<file path="src/rtl/parser_defs.sv">
// Shared types and wire codes for the market-data byte-stream parser.
package parser_defs;

    localparam int MSG_BYTES = 16;

    localparam logic [7:0] WIRE_ADD     = 8'h41;
    localparam logic [7:0] WIRE_CANCEL  = 8'h58;
    localparam logic [7:0] WIRE_EXECUTE = 8'h45;
    localparam logic [7:0] WIRE_DELETE  = 8'h44;
    localparam logic [7:0] WIRE_BID     = 8'h42;
    localparam logic [7:0] WIRE_ASK     = 8'h53;

    typedef enum logic [1:0] {
        MSG_ADD     = 2'd0,
        MSG_CANCEL  = 2'd1,
        MSG_EXECUTE = 2'd2,
        MSG_DELETE  = 2'd3
    } msg_type_t;

    typedef enum logic {
        ORDER_SIDE_BID = 1'b0,
        ORDER_SIDE_ASK = 1'b1
    } order_side_t;

    typedef struct packed {
        msg_type_t   msg_type;
        logic [7:0]  symbol;
        logic [31:0] order_id;
        order_side_t side;
        logic [31:0] price;
        logic [31:0] quantity;
        logic [7:0]  checksum;
    } parsed_msg_t;

    typedef enum logic [1:0] {
        ST_COLLECT = 2'd0,
        ST_EMIT    = 2'd1,
        ST_DROP    = 2'd2
    } parse_state_t;

endpackage

</file>
<file path="src/rtl/wire_decode.sv">
// Combinational wire-byte decode into message-type and side enums with valid flags.
module wire_decode
    import parser_defs::*;
(
    input  logic [7:0]  wire_byte,
    output msg_type_t   msg_type,
    output logic        type_ok,
    output order_side_t side,
    output logic        side_ok
);

    always_comb begin
        msg_type = MSG_ADD;
        type_ok  = 1'b1;
        case (wire_byte)
            WIRE_ADD:     msg_type = MSG_ADD;
            WIRE_CANCEL:  msg_type = MSG_CANCEL;
            WIRE_EXECUTE: msg_type = MSG_EXECUTE;
            WIRE_DELETE:  msg_type = MSG_DELETE;
            default:      type_ok  = 1'b0;
        endcase
    end

    always_comb begin
        side    = ORDER_SIDE_BID;
        side_ok = 1'b1;
        case (wire_byte)
            WIRE_BID: side    = ORDER_SIDE_BID;
            WIRE_ASK: side    = ORDER_SIDE_ASK;
            default:  side_ok = 1'b0;
        endcase
    end

endmodule

</file>
<file path="src/rtl/itch_msg_parser.sv">
// Assembles fixed 16-byte order messages, validates type/side/checksum and
// writes good ones into the parsed-message FIFO; bad ones are counted.
module itch_msg_parser
    import parser_defs::*;
#(
    parameter int ERR_CNT_W = 16
) (
    input  logic                 clk,
    input  logic                 reset,
    input  logic                 in_valid,
    input  logic [7:0]           in_data,
    output logic                 in_ready,
    input  logic                 full,
    output logic                 write_en,
    output parsed_msg_t          parsed_message,
    output logic [ERR_CNT_W-1:0] err_count
);

    parse_state_t state, state_nxt;
    logic [3:0]   byte_idx;
    logic [7:0]   xor_acc;
    logic         bad;

    msg_type_t    dec_type;
    order_side_t  dec_side;
    logic         dec_type_ok;
    logic         dec_side_ok;

    logic accept;
    logic last_byte;
    logic msg_ok;

    wire_decode u_decode (
        .wire_byte (in_data),
        .msg_type  (dec_type),
        .type_ok   (dec_type_ok),
        .side      (dec_side),
        .side_ok   (dec_side_ok)
    );

    assign accept    = in_valid && in_ready;
    assign last_byte = accept && (byte_idx == 4'(MSG_BYTES - 1));
    // xor_acc holds b0..b14 when b15 is on the bus, so it compares directly
    assign msg_ok    = !bad && (xor_acc == in_data);

    always_ff @(posedge clk or negedge reset) begin
        if (!reset) state <= ST_COLLECT;
        else        state <= state_nxt;
    end

    always_comb begin
        state_nxt = state;
        in_ready  = 1'b0;
        write_en  = 1'b0;
        case (state)
            ST_COLLECT: begin
                in_ready = 1'b1;
                if (last_byte) state_nxt = msg_ok ? ST_EMIT : ST_DROP;
            end
            ST_EMIT: begin
                write_en = !full;
                if (!full) state_nxt = ST_COLLECT;
            end
            ST_DROP: state_nxt = ST_COLLECT;
            default: state_nxt = ST_COLLECT;
        endcase
    end

    always_ff @(posedge clk or negedge reset) begin
        if (!reset) begin
            byte_idx <= '0;
            xor_acc  <= '0;
            bad      <= 1'b0;
        end else if (accept) begin
            byte_idx <= byte_idx + 4'd1;
            xor_acc  <= last_byte ? 8'h00 : (xor_acc ^ in_data);
            if (byte_idx == 4'd0)      bad <= !dec_type_ok;
            else if (byte_idx == 4'd6) bad <= bad || !dec_side_ok;
        end
    end

    // Fields fill positionally; multibyte fields shift in MSB first
    always_ff @(posedge clk or negedge reset) begin
        if (!reset) begin
            parsed_message <= '0;
        end else if (accept) begin
            case (byte_idx)
                4'd0:  parsed_message.msg_type <= dec_type;
                4'd1:  parsed_message.symbol   <= in_data;
                4'd2, 4'd3, 4'd4, 4'd5:
                    parsed_message.order_id <= {parsed_message.order_id[23:0], in_data};
                4'd6:  parsed_message.side     <= dec_side;
                4'd7, 4'd8, 4'd9, 4'd10:
                    parsed_message.price    <= {parsed_message.price[23:0], in_data};
                4'd11, 4'd12, 4'd13, 4'd14:
                    parsed_message.quantity <= {parsed_message.quantity[23:0], in_data};
                default: parsed_message.checksum <= in_data;
            endcase
        end
    end

    always_ff @(posedge clk or negedge reset) begin
        if (!reset)
            err_count <= '0;
        else if (state == ST_DROP && err_count != '1)
            err_count <= err_count + ERR_CNT_W'(1);
    end

endmodule

</file>
<file path="config.mk">
export PLATFORM = sky130hd
export DESIGN_NAME = itch_msg_parser
export DESIGN_NICKNAME = d
export VERILOG_FILES = /design/src/rtl/parser_defs.sv /design/src/rtl/wire_decode.sv /design/src/rtl/itch_msg_parser.sv
export SDC_FILE = /design/constraint.sdc
export NUM_CORES = 1
export LEC_CHECK = 0
export ABC_CLOCK_PERIOD_IN_PS = 2400
export CAP_MARGIN = 20
export CORE_ASPECT_RATIO = 1.75
export CORE_UTILIZATION = 51
export CTS_CLUSTER_DIAMETER = 30
export CTS_CLUSTER_SIZE = 20
export DETAILED_ROUTE_END_ITERATION = 16
export PLACE_DENSITY = 0.79
export SETUP_SLACK_MARGIN = 0.2
export SLEW_MARGIN = 25
export SYNTH_ARGS = -nofsm -noshare
export SYNTH_HDL_FRONTEND = slang
export SYNTH_HIERARCHICAL = 1
export SYNTH_SLANG_ARGS = --single-unit
</file>
<file path="constraint.sdc">
create_clock -name clk -period 2.4 [get_ports clk]
set_input_delay 0.36 -clock clk [delete_from_list [all_inputs] [get_ports clk]]
set_output_delay 0.36 -clock clk [all_outputs]
set_load 0.01 [all_outputs]
</file>
==> PnR_summary.wiki <==
{| class="wikitable"
! Metric !! Value
|-
| Status || complete, no violations
|-
| Die footprint || 0.0131 mm2
|-
| Leakage power total || 3.85 nW
|-
| Unrepaired setup endpoints after global routing || false
|-
| Actual transition at the worst max-transition pin || 0.611 ns
|-
| Cell area after placement || 0.00809 mm2
|-
| Worst EP required || 2.04 ns
|-
| Core footprint || 0.0124 mm2
|-
| Register bit count reported by yosys || 146
|-
| Via total after detailed routing || 4,227
|-
| Synth cell types || 52
|-
| Most common cell after layout, fill and taps aside || dfrtp_1
|-
| Async set-reset flop share out of synthesis || 100%
|-
| Area added between synthesis and finish || 34.8%
|-
| Number of pins with negative max-slew slack in the final report || 0
|-
| Number of enable-type register cells in the synthesized netlist || 0
|-
| Net count of the finished layout || 628
|-
| Die Width || 87.1 um
|-
| Total of max-cap violations || 0
|-
| Most frequent cells in the layout || dfrtp_1 (146), clkdlybuf4s50_1 (143), mux2_4 (60), mux2_1 (30), mux2_2 (27)
|-
| Total of buffers placed on input and output ports || 144
|-
| Maximum achievable frequency || 0.473 GHz
|-
| Category of the critical setup timing path || flop to primary output
|-
| Pin count of the biggest net entering global routing || 64
|-
| Hold Path Class || input port to asynchronous set/reset pin
|-
| Mean instance size in the synthesized netlist || 14.3 um2
|-
| Diode count || 0
|-
| Vertical extent of the die || 151 um
|-
| Clock buffer count from CTS || 17
|-
| DRC violation total after the first TritonRoute iteration || 166
|-
| Internal power of the cells || 0.00839 W
|-
| Remaining antenna violation count || 0
|-
| Power density over the cells || 1410 mW/mm2
|-
| Arrival time reported for the critical path endpoint || 1.75 ns
|-
| Routed length per placed instance || 18.6 um
|-
| Final critical-path required period || 2.11 ns
|-
| Final WL || 14,700 um
|-
| Number of cells produced by synthesis || 452
|-
| Power share of the sequential group || 36.2%
|-
| Peak ir drop on the vdd network || 850 uV
|-
| # H-tree levels || 4
|-
| Crit path capture type || primary output
|-
| Crit path launch type || flop
|-
| Postcts setup bufs || 0
|-
| First-pass GRT wire length || 23,000 um
|-
| Nets in the synthesized netlist || 470
|-
| Number of top-level pins || 145
|-
| CTS clk-pin slew, worst paths || 0.07 ns
|-
| Final global-route overflow total || 0
|-
| Count of final hold-check violations || 0
|-
| Core Rows || 54
|-
| Sum of negative setup slack || 0 ns
|-
| Worst Clk Skew || 0.0100 ns
|-
| Cell type contributing the most total cell area after synthesis || dfrtp_1
|-
| Power dissipated by switching net loads || 0.00392 W
|-
| Switching share of total power || 31.8%
|-
| Number of global-route vias before repair || 4,377
|-
| Drt first pass iters || 5
|-
| Number of warnings printed during yosys synthesis || 6
|-
| Cell area after synthesis || 0.00646 mm2
|-
| Number of antenna violations at the first check in global routing || 0
|-
| Share of layout cells above drive strength 1 || 23.9%
|-
| Vias per Instance || 5.34
|-
| CTS sink cnt || 146
|-
| Maximum number of buffers from clock root to sink || 2
|-
| Filler cells || 891
|-
| Remaining design rule violation count || 0
|-
| Clk Tree Root Cell || clkbuf_16
|-
| Part of the total power dissipated in combinational logic || 41.8%
|-
| Clock group share of total power || 22.0%
|-
| Share of the yosys chip area belonging to registers || 56.5%
|-
| Final setup vio count || 0
|-
| Cells taking the most area after synthesis || dfrtp_1 (57%), mux2_4 (14%), mux2_1 (5.2%), mux2_2 (4.7%), xor2_1 (2.2%)
|-
| Final period util || 88.1%
|-
| Global router's overall resource usage || 23.5%
|-
| Placer congestion estimate || 0.886
|-
| Crit path max fanout || 8
|-
| Area share of the largest cell type after synthesis || 56.5%
|-
| HPWL after detailed placement || 10,400 um
|-
| Prevailing post-synth register cell || dfrtp_1
|-
| Final design area excluding fillers || 0.00871 mm2
|-
| Max_slew headroom || 59.3%
|-
| CTS tree || built
|-
| Initial Util || 52.0%
|-
| Clock insertion delay at the later pin of the skew report || 0.42 ns
|}
## path summary, 6_finish.rpt
kind                          startpoint                  to  slack (ns)  cells past startpoint
setup / recovery                state[0]            write_en        0.29                      2
hold / removal                     reset  parsed_message[99]        0.49                      2
setup reg to reg             byte_idx[0]  parsed_message[55]        0.32                      7
hold reg to reg            err_count[15]       err_count[15]        0.49                      1
max in group asynchronous          reset        err_count[0]        1.18                      3
min in group clk           err_count[15]       err_count[15]        0.49                      1
## layer usage
| layer | routed length [um] | part of all wire (%) | vias to the layer above | GRT usage [%] |
|---|---|---|---|---|
| met2 | 7920 | 54 | 156 | 41.1 |
| met4 | 509 | 3.5 | 0 | 12.5 |
| met3 | 653 | 4.4 | 32 | 4.58 |
| li1 | - | - | 1915 | - |
| met1 | 5630 | 38 | 2124 | 26.8 |
| met5 | 0 | 0 | - | 0 |
## cell type report
cell class / instances / area, um2 / area share (%)
clock buffer: 18 / 439 / 5.04
clock inverter: 14 / 170 / 1.95
inverter: 4 / 15.0 / 0.172
multi-input combinational: 279 / 2590 / 29.8
sequential: 146 / 3650 / 41.9
tap: 168 / 210 / 2.41
timing repair buffer: 162 / 1630 / 18.7
## state kept, by name (all words and copies together), names as in the netlist
| name | flops |
|---|---|
| err_count | 16 |
| state | 2 |
| bad | 1 |
| xor_acc | 8 |
| parsed_message | 115 |
| byte_idx | 4 |
## per-stage QoR
step | hold WS [ns] | power [W] | worst slack (ns) | utilization (%) | cells
3_5_place_dp | 0.391 | 0.00962 | 0.0721 | 65.1 | 758
5_1_grt | 0.500 | 0.0129 | 0.223 | 70.1 | 791
2_1_floorplan | 0.0644 | 0.00712 | 0.461 | - | 452
3_3_place_gp | 0.380 | 0.00941 | 0.131 | 65.1 | 758
6_report | 0.494 | 0.0123 | 0.286 | 70.1 | 791
4_1_cts | 0.493 | 0.0124 | 0.281 | 70.0 | 791
## critical path: stages (launching register included)
cell             delay [ns]
dfrtp_1                0.48
nor3b_1                0.27
clkdlybuf4s50_1        0.59
## power groups by stage
stage | clock (W) | sequential (W) | combinational [W]
floorplan | 0 | 0.00466 | 0.00246
global placement | 0 | 0.00442 | 0.00499
detailed placement | 0 | 0.00448 | 0.00514
CTS | 0.00276 | 0.00446 | 0.00518
global route | 0.00285 | 0.00458 | 0.00548
finish | 0.00270 | 0.00446 | 0.00515
## synth_stat cells, types with 2 or more instances
cell        n
nand3_1     8
nand2b_1    2
buf_1       2
xor2_1     16
xnor2_1     4
nand3b_1    2
dfrtp_1   146
nand4_1     5
buf_12      6
mux2_2     27
and3_1      3
clkbuf_1    8
nor3b_1     3
a21boi_0    2
a31oi_1     3
mux2_1     30
buf_6       2
mux2_4     60
nor3_1      7
inv_1       4
a21oi_1    10
buf_2       5
nor4_1      2
or3_1       2
nor3_2      2
nand2_1    22
nor2_1     19
and2b_1     2
ha_1        6
o21ai_0    20
## kinds of logic after synthesis
family                   share of synthesized area (%)
AO/OA/AOI/OAI                                     3.78
XOR/XNOR                                          2.71
flip-flops                                        56.5
AND/OR/NAND/NOR                                   8.38
buffers and inverters                             3.41
adder cells (fa/ha/maj)                           1.16
multiplexers                                      24.0
## timing repair
action	CTS	global route
endpoints found under the setup margin	0	23
hold buffers	1	0
hold endpoints to repair	60	0
resized for setup	0	1
No activity file was read; power rests on OpenSTA's default activity.
